**src/rtl/ascon_permutation_core.sv**
```systemverilog
// Ascon-p[rnd] permutation engine: holds the 320-bit state and applies one
// round (constant addition, bit-sliced S-box layer, linear diffusion) per
// clock. Defining ASCON_PERM_UNROLL2_EN cascades two round datapaths so that
// RUN retires two rounds per cycle. A trailing odd round uses only the first one.

package ascon_pkg;
    localparam int WORD_WIDTH = 64;
    typedef logic [WORD_WIDTH-1:0] ascon_word_t;
    typedef struct packed {
        ascon_word_t s0;
        ascon_word_t s1;
        ascon_word_t s2;
        ascon_word_t s3;
        ascon_word_t s4;
    } ascon_state_t;
endpackage

// Bit-sliced Ascon substitution layer: bit j of S0..S4 is one 5-bit S-box
// lane with S0 as the most significant input bit.
module ascon_sbox_layer
    import ascon_pkg::*;
(
    input  ascon_state_t state_i,
    output ascon_state_t state_o
);
    ascon_word_t a0, a1, a2, a3, a4;
    ascon_word_t b0, b1, b2, b3, b4;

    assign a0 = state_i.s0 ^ state_i.s4;
    assign a1 = state_i.s1;
    assign a2 = state_i.s2 ^ state_i.s1;
    assign a3 = state_i.s3;
    assign a4 = state_i.s4 ^ state_i.s3;

    assign b0 = a0 ^ (~a1 & a2);
    assign b1 = a1 ^ (~a2 & a3);
    assign b2 = a2 ^ (~a3 & a4);
    assign b3 = a3 ^ (~a4 & a0);
    assign b4 = a4 ^ (~a0 & a1);

    assign state_o.s0 = b0 ^ b4;
    assign state_o.s1 = b1 ^ b0;
    assign state_o.s2 = ~b2;
    assign state_o.s3 = b3 ^ b2;
    assign state_o.s4 = b4;
endmodule

module ascon_permutation_core
    import ascon_pkg::*;
(
    input  logic         clk_i,
    input  logic         rst_i,
    input  logic         in_valid_i,
    output logic         in_ready_o,
    input  ascon_state_t state_i,
    input  logic [4:0]   rounds_i,
    output logic         out_valid_o,
    input  logic         out_ready_i,
    output ascon_state_t state_o,
    output logic         busy_o
);
    typedef enum logic [1:0] {IDLE, RUN, DONE} fsm_e;

    localparam logic [7:0] ROUND_CONST [16] = '{
        8'h3c, 8'h2d, 8'h1e, 8'h0f, 8'hf0, 8'he1, 8'hd2, 8'hc3,
        8'hb4, 8'ha5, 8'h96, 8'h87, 8'h78, 8'h69, 8'h5a, 8'h4b
    };

    fsm_e         fsm_q, fsm_d;
    ascon_state_t state_q, state_d;
    logic [3:0]   idx_q, idx_d;
    logic [4:0]   rnd_eff;

    ascon_state_t pc0, ps0, round0;

    function automatic ascon_state_t add_const(input ascon_state_t s, input logic [3:0] idx);
        ascon_state_t r;
        r = s;
        r.s2[7:0] = s.s2[7:0] ^ ROUND_CONST[idx];
        return r;
    endfunction

    function automatic ascon_word_t ror(input ascon_word_t x, input int n);
        return (x >> n) | (x << (WORD_WIDTH - n));
    endfunction

    function automatic ascon_state_t lin_diff(input ascon_state_t s);
        ascon_state_t r;
        r.s0 = s.s0 ^ ror(s.s0, 19) ^ ror(s.s0, 28);
        r.s1 = s.s1 ^ ror(s.s1, 61) ^ ror(s.s1, 39);
        r.s2 = s.s2 ^ ror(s.s2, 1)  ^ ror(s.s2, 6);
        r.s3 = s.s3 ^ ror(s.s3, 10) ^ ror(s.s3, 17);
        r.s4 = s.s4 ^ ror(s.s4, 7)  ^ ror(s.s4, 41);
        return r;
    endfunction

    // Round counts above 16 behave exactly like a full 16-round permutation.
    assign rnd_eff = (rounds_i > 5'd16) ? 5'd16 : rounds_i;

    assign pc0 = add_const(state_q, idx_q);
    ascon_sbox_layer u_sbox0 (.state_i(pc0), .state_o(ps0));
    assign round0 = lin_diff(ps0);

`ifdef ASCON_PERM_UNROLL2_EN
    ascon_state_t pc1, ps1, round1;
    logic [3:0]   idx_plus1;

    assign idx_plus1 = idx_q + 4'd1;
    assign pc1 = add_const(round0, idx_plus1);
    ascon_sbox_layer u_sbox1 (.state_i(pc1), .state_o(ps1));
    assign round1 = lin_diff(ps1);
`endif

    // Next-state logic: accept in IDLE, advance rounds in RUN, hold the result in DONE.
    always_comb begin
        fsm_d   = fsm_q;
        state_d = state_q;
        idx_d   = idx_q;
        unique case (fsm_q)
            IDLE: begin
                if (in_valid_i) begin
                    state_d = state_i;
                    idx_d   = 4'(5'd16 - rnd_eff);
                    fsm_d   = (rnd_eff == 5'd0) ? DONE : RUN;
                end
            end
            RUN: begin
`ifdef ASCON_PERM_UNROLL2_EN
                if (idx_q == 4'd15) begin
                    state_d = round0;
                    idx_d   = idx_q + 4'd1;
                    fsm_d   = DONE;
                end else begin
                    state_d = round1;
                    idx_d   = idx_q + 4'd2;
                    if (idx_q == 4'd14) begin
                        fsm_d = DONE;
                    end
                end
`else
                state_d = round0;
                idx_d   = idx_q + 4'd1;
                if (idx_q == 4'd15) begin
                    fsm_d = DONE;
                end
`endif
            end
            DONE: begin
                if (out_ready_i) begin
                    fsm_d = IDLE;
                end
            end
            default: fsm_d = IDLE;
        endcase
    end

    // State, round index and FSM registers with synchronous reset.
    always_ff @(posedge clk_i) begin
        if (rst_i) begin
            fsm_q   <= IDLE;
            state_q <= '0;
            idx_q   <= '0;
        end else begin
            fsm_q   <= fsm_d;
            state_q <= state_d;
            idx_q   <= idx_d;
        end
    end

    assign in_ready_o  = (fsm_q == IDLE);
    assign out_valid_o = (fsm_q == DONE);
    assign busy_o      = (fsm_q == RUN);
    assign state_o     = state_q;
endmodule

```
**config.mk**
```make
export PLATFORM = sky130hd
export DESIGN_NAME = ascon_permutation_core
export DESIGN_NICKNAME = d
export VERILOG_FILES = /design/src/rtl/ascon_permutation_core.sv
export SDC_FILE = /design/constraint.sdc
export NUM_CORES = 2
export LEC_CHECK = 0
export ABC_AREA = 1
export BUFFER_PORTS_ARGS = -buffer_cell sky130_fd_sc_hd__buf_2
export CORE_ASPECT_RATIO = 2
export CORE_MARGIN = 1.5
export CORE_UTILIZATION = 50
export DETAILED_ROUTE_END_ITERATION = 10
export HOLD_SLACK_MARGIN = 0.06
export PLACE_DENSITY = 0.73
export SYNTH_ARGS = -nofsm -noshare
export SYNTH_HDL_FRONTEND = slang
export SYNTH_SLANG_ARGS = --single-unit
export TNS_END_PERCENT = 1
```
**constraint.sdc**
```tcl
create_clock -name clk_i -period 3.7 [get_ports clk_i]
set_input_delay 0 -clock clk_i [delete_from_list [all_inputs] [get_ports clk_i]]
set_output_delay 0 -clock clk_i [all_outputs]
set_load 0.02 [all_outputs]
```
==> results of run 1 <==
## cell usage after synthesis (84+ instances only)
cell type	count	share of area
nand3_1	736	0.10
nor2_1	653	0.069
o21ai_1	109	0.015
inv_2	159	0.017
clkbuf_1	88	0.0093
inv_1	426	0.045
dfxtp_1	326	0.18
ha_1	131	0.046
o21ai_0	87	0.012
xor2_1	222	0.055
nand2_1	2792	0.30
a21oi_1	393	0.056
nand4_1	84	0.015
## repair_timing
action	in CTS
hold endpoints to repair	314
hold buffers	413
gates resized for setup	0
## kinds of logic after synthesis
kind of cell / after synthesis
AND/OR/NAND/NOR: 4324
flip-flops: 326
XOR/XNOR: 323
buffers and inverters: 764
adder cells (fa/ha/maj): 131
AO/OA/AOI/OAI: 644
## stage by stage
stage / cell area (µm²) / hold WS, ns / setup WS [ns] / util
after CTS: 45410 / 0.06700 / 0.05771 / 0.6493
after floorplan: 35370 / 0.1773 / 1.401 / -
after global placement: 40090 / 0.2944 / 0.6046 / 0.5732
after detailed placement: 40090 / 0.3039 / 0.6007 / 0.5732
## per-layer routing
metal / track usage / GRT overflow
met5: 0.2448 / 1
met4: 0.9584 / 710
met3: 0.6906 / 8
met2: 1.077 / 1628
met1: 0.8375 / 7
==> impl_results.md, run 1 <==
* Status: aborted with a tool error
* Halt Stage: global routing
* Log Error: [ERROR GRT-0116] Global routing finished with congestion. Check the congestion regions in the DRC Viewer.
* Detailed placer's ending HPWL at 204000 µm
* Total of flip-flops plus latches after synthesis at 326
* Height of the die at between 300 and 400 µm
* Unique masters post-synth at 33
* Clock root buffer: clkbuf_16
* Fraction of registers with async set or reset after synthesis at 0
* Synth Area per Inst at 5.431 µm²
* Maximum level of the CTS H-tree at 2
* Largest family of logic cells by synthesized area: simple AND/OR/NAND/NOR gates
* Synth Area in Compound Gates at 0.09962
* Number of buffers on the longest clock path at 3
* First-pass GRT wire length at about 480000 µm
* Multiplexer share of the synthesized area at 0
* Total number of yosys warnings at 0
* Maximum number of pins on one net before global-route repair at 214
* Buffer count from post-CTS setup fixing at 0
* Post-Syn Area at between 0.03 and 0.04 mm²
* Count of flip-flops with a built-in enable after synthesis at 0
* Cell total after placement at 8011
* Die X-Extent at 191.1 µm
* RePlAce Congestion at 1.287
* Initial core utilization at 0.5057
* Number of sinks driven by the clock tree at 326
* Synthesized-area fraction occupied by and/or/nand/nor cells at 0.4954
* Xor/xnor share of the synthesized area at 0.08997
* Synthesized Nets at 6972
* I/O Pins at 652
* Portion of the post-synthesis area used by sequential elements at 0.1845
* Cells after synthesis at ~6500
* # port buffers at between 600 and 700
* Most instantiated flip-flop cell in the synthesis netlist: dfxtp_1
* Congestion Overflow GR at 2354
* Gr usage total at 0.8744
* Number of clock buffers inserted by TritonCTS at 36
* Adder-cell share of the synthesized area at 0.04635
* Via count of the first global-routing pass at 59160
* Number of placement rows at around 140
==> inputs of run 2 (changes only) <==
- CORE_ASPECT_RATIO: 2 -> unset
- CORE_UTILIZATION: 50 -> 35
- HOLD_SLACK_MARGIN: 0.06 -> unset
- PLACE_DENSITY: 0.73 -> unset
- PLACE_DENSITY_LB_ADDON: unset -> 0.15
==> impl_results.md, run 2 <==
* Maximum level of the CTS H-tree at 2
* Hold Path Class: in2reg
* Average detailed-routed wire length per instance at between 20 and 30 µm
* Number of clock buffers inserted by TritonCTS at 45
* Gr usage total at 0.4683
* Die X-Extent at around 320 µm
* Critical path data arrival time at 4.06 ns
* Post-Syn Area at ~0.035 mm²
* Flip-flop count of the largest register, all copies and words added at 320
* Top-count cell post-synth: nand2_1
* Data required time of the critical path at 4.21 ns
* Achievable frequency at 0.2822 GHz
* CTS tree: done
* Number of antenna violations at the first check in global routing at 32
* Startpoint Class: flop
* RePlAce Congestion at 1.136
* Total number of yosys warnings at 0
* Leakage power total at 24.55 nW
* I/O Pins at about 650
* Post-route non-filler standard cell count at around 9000
* Number of sinks driven by the clock tree at 326
* Number of DRC violations after detailed routing at 0
* Slew at the pin closest to its max-slew limit at 1.047 ns
* First-pass GRT wire length at 334200 µm
* Maximum Capacitance Violations at 0
* Die footprint at 0.1030 mm²
* Areal power density over the cells at 1164 mW/mm²
* # port buffers at 651
* Most instantiated flip-flop cell in the synthesis netlist: dfxtp_1
* Slowest stage cell on the critical path: dlygate4sd3_1
* RSZ-0062 raised after global routing: no
* Number of setup violations in the final report at 0
* WL met1 at 100000 µm
* Final sum of negative setup slack at 0 ns
* Maximum ir drop on the vdd rail at around 730 µV
* Unique masters post-synth at 33
* Residual antenna-violating net count after detailed routing at 0
* Net total in the final layout at slightly above 8000
* Share of final-layout standard cells stronger than drive strength 1 at 0.1567
* Via-per-instance ratio at 5.535
* Total wire length at 251700 µm
* Number of buffers on the longest clock path at 3
* Post-place setup slack at ~0.38 ns
* Met2 wire len at 104200 µm
* Area leader, netlist: nand2_1
* Leading cell type in the layout, fill and taps excluded: nand2_1
* Ranking of synthesized cells by instance count: nand2_1, nand3_1, nor2_1, inv_1, a21oi_1
* Maximum number of pins on one net before global-route repair at 150
* Synthesized Nets at 6972
* Total of flip-flops plus latches after synthesis at 326
* Congestion Overflow GR at 0
* Height of the die at between 300 and 400 µm
* Initial core utilization at 0.3531
* Cells after synthesis at approximately 6500
* Cell occurring most often along the worst timing path: nand2_1
* CTS clock-pin slew for the worst setup and hold paths at 0.06 ns
* Area share of the leading cell type in the synthesized netlist at 0.2963
* Number of placement rows at 116
* Detailed placer's ending HPWL at 210000 µm
* Insertion delay to the later sink of the worst-skew pair at 0.65 ns
* Crit Path Class: reg2reg
* Layout area overhead at 32.07%
* Met3 wire len at 26320 µm
* Critical-path maximum fanout at 6
* Pre-antenna DRT Iters at 10
* Via count of the first global-routing pass at 43310
* Synth Area per Inst at 5.431 µm²
* Floorplan Core Area at 0.1001 mm²
* Clk_skew at 0.03307 ns
* Util after Layout at 0.4664
* Worst rel slew slack at 0.2994
* Fin. Hold Viols at 0
* Most frequent cells in the layout: nand2_1, nand3_1, nor2_1, buf_2, inv_1
* Final Critical Period at roughly 3.5 ns
* Number of pins with negative max-slew slack in the final report at 0
* CP peak stage delay at 0.59 ns
* Status: finished clean
* Biggest area contributors in the synthesized netlist: nand2_1, dfxtp_1, nand3_1
* Sort of element at the end of the critical path: flop
* Iteration-0 DRC Markers at 6793
* Buffer count from post-CTS setup fixing at 0
* Minimum setup slack in the final design at 0.1563 ns
* Count of flip-flops with a built-in enable after synthesis at 0
* Portion of the post-synthesis area used by sequential elements at 0.1845
* Fraction of registers with async set or reset after synthesis at 0
* Highest metal layer with signal wires: met5
* Cell total after placement at 8451
* Final critical-path share of the clock period at 0.9577
* Series of cell instances along the critical path: inv_1 -> ha_1 -> inv_1 -> nand2_1 -> nand2_1 -> nand2_1 -> nand2_1 -> nand3_1 -> nand3_1 -> nand2_1 -> a21oi_1 -> dlygate4sd3_1
* Count of vias placed by the detailed router at 49630
* Clock root buffer: clkbuf_16
## run 2: timing repair
action                     CTS  global route
gates resized for setup      0             1
setup endpoints to repair    0             2
hold endpoints to repair   320             0
hold buffers               419             0
## run 2: critical path, delay by kind of cell (launching register included)
family	cells	cell delay [ns]
AO/OA/AOI/OAI	1	0.07
adder cells (fa/ha/maj)	1	0.35
buffers and inverters	3	0.82
flip-flops	1	0.47
AND/OR/NAND/NOR	7	1.71
## run 2: where the power goes
group / switching [mW] / internal [mW] / total [mW]
sequential: 1.38 / 4.33 / 5.71
clock: 2.02 / 2.72 / 4.73
combinational: 32.7 / 11.2 / 43.9
## run 2: area by class of cell
cell class                      instances  area (µm²)
Antenna cell                           14       35.03
Fill cell                           10570       53440
Sequential cell                       326        6530
Inverter                              586        2200
Tap cell                             1298        1624
Clock buffer                           60        1316
Clock inverter                         22       216.5
Timing Repair Buffer                 1238        8886
Multi-Input combinational cell       5422       25900
## run 2: final timing paths
kind	start	to	slack, ns	cells past startpoint
setup / recovery	state_o[69]$_SDFFE_PP0P_	state_o[261]$_SDFFE_PP0P_	0.16	12
hold / removal	state_i[62]	state_o[62]$_SDFFE_PP0P_	0.06	5
setup reg to reg	state_o[69]$_SDFFE_PP0P_	state_o[261]$_SDFFE_PP0P_	0.16	12
hold reg to reg	state_o[95]$_SDFFE_PP0P_	state_o[95]$_SDFFE_PP0P_	0.48	2
## run 2: per-layer routing
metal / vias up / GRT usage
li1: 22870 / -
met1: 23070 / 0.5962
met2: 2985 / 0.6984
met3: 684 / 0.1023
met4: 26 / 0.3331
met5: - / 0
## run 2: cells by family (layout without fill, tap and decap cells)
logic type	count (synthesis)	count (layout)	synth area share
AO/OA/AOI/OAI	644	644	0.09963
XOR/XNOR	323	323	0.08997
adder cells (fa/ha/maj)	131	131	0.04635
buffers and inverters	764	1906	0.08416
flip-flops	326	326	0.1845
other	0	14	0
AND/OR/NAND/NOR	4324	4324	0.4954
## run 2: per-stage QoR
step	cell area [µm²]	hold WS (ns)	power (mW)
2_1_floorplan	35370	0.1773	26.84
3_3_place_gp	40940	0.2955	46.62
3_5_place_dp	40940	0.2939	46.66
4_1_cts	46660	0.01396	52.11
5_1_grt	46670	0.05922	55.72
6_report	46710	0.06099	54.39
No activity file was read; power rests on OpenSTA's default activity.
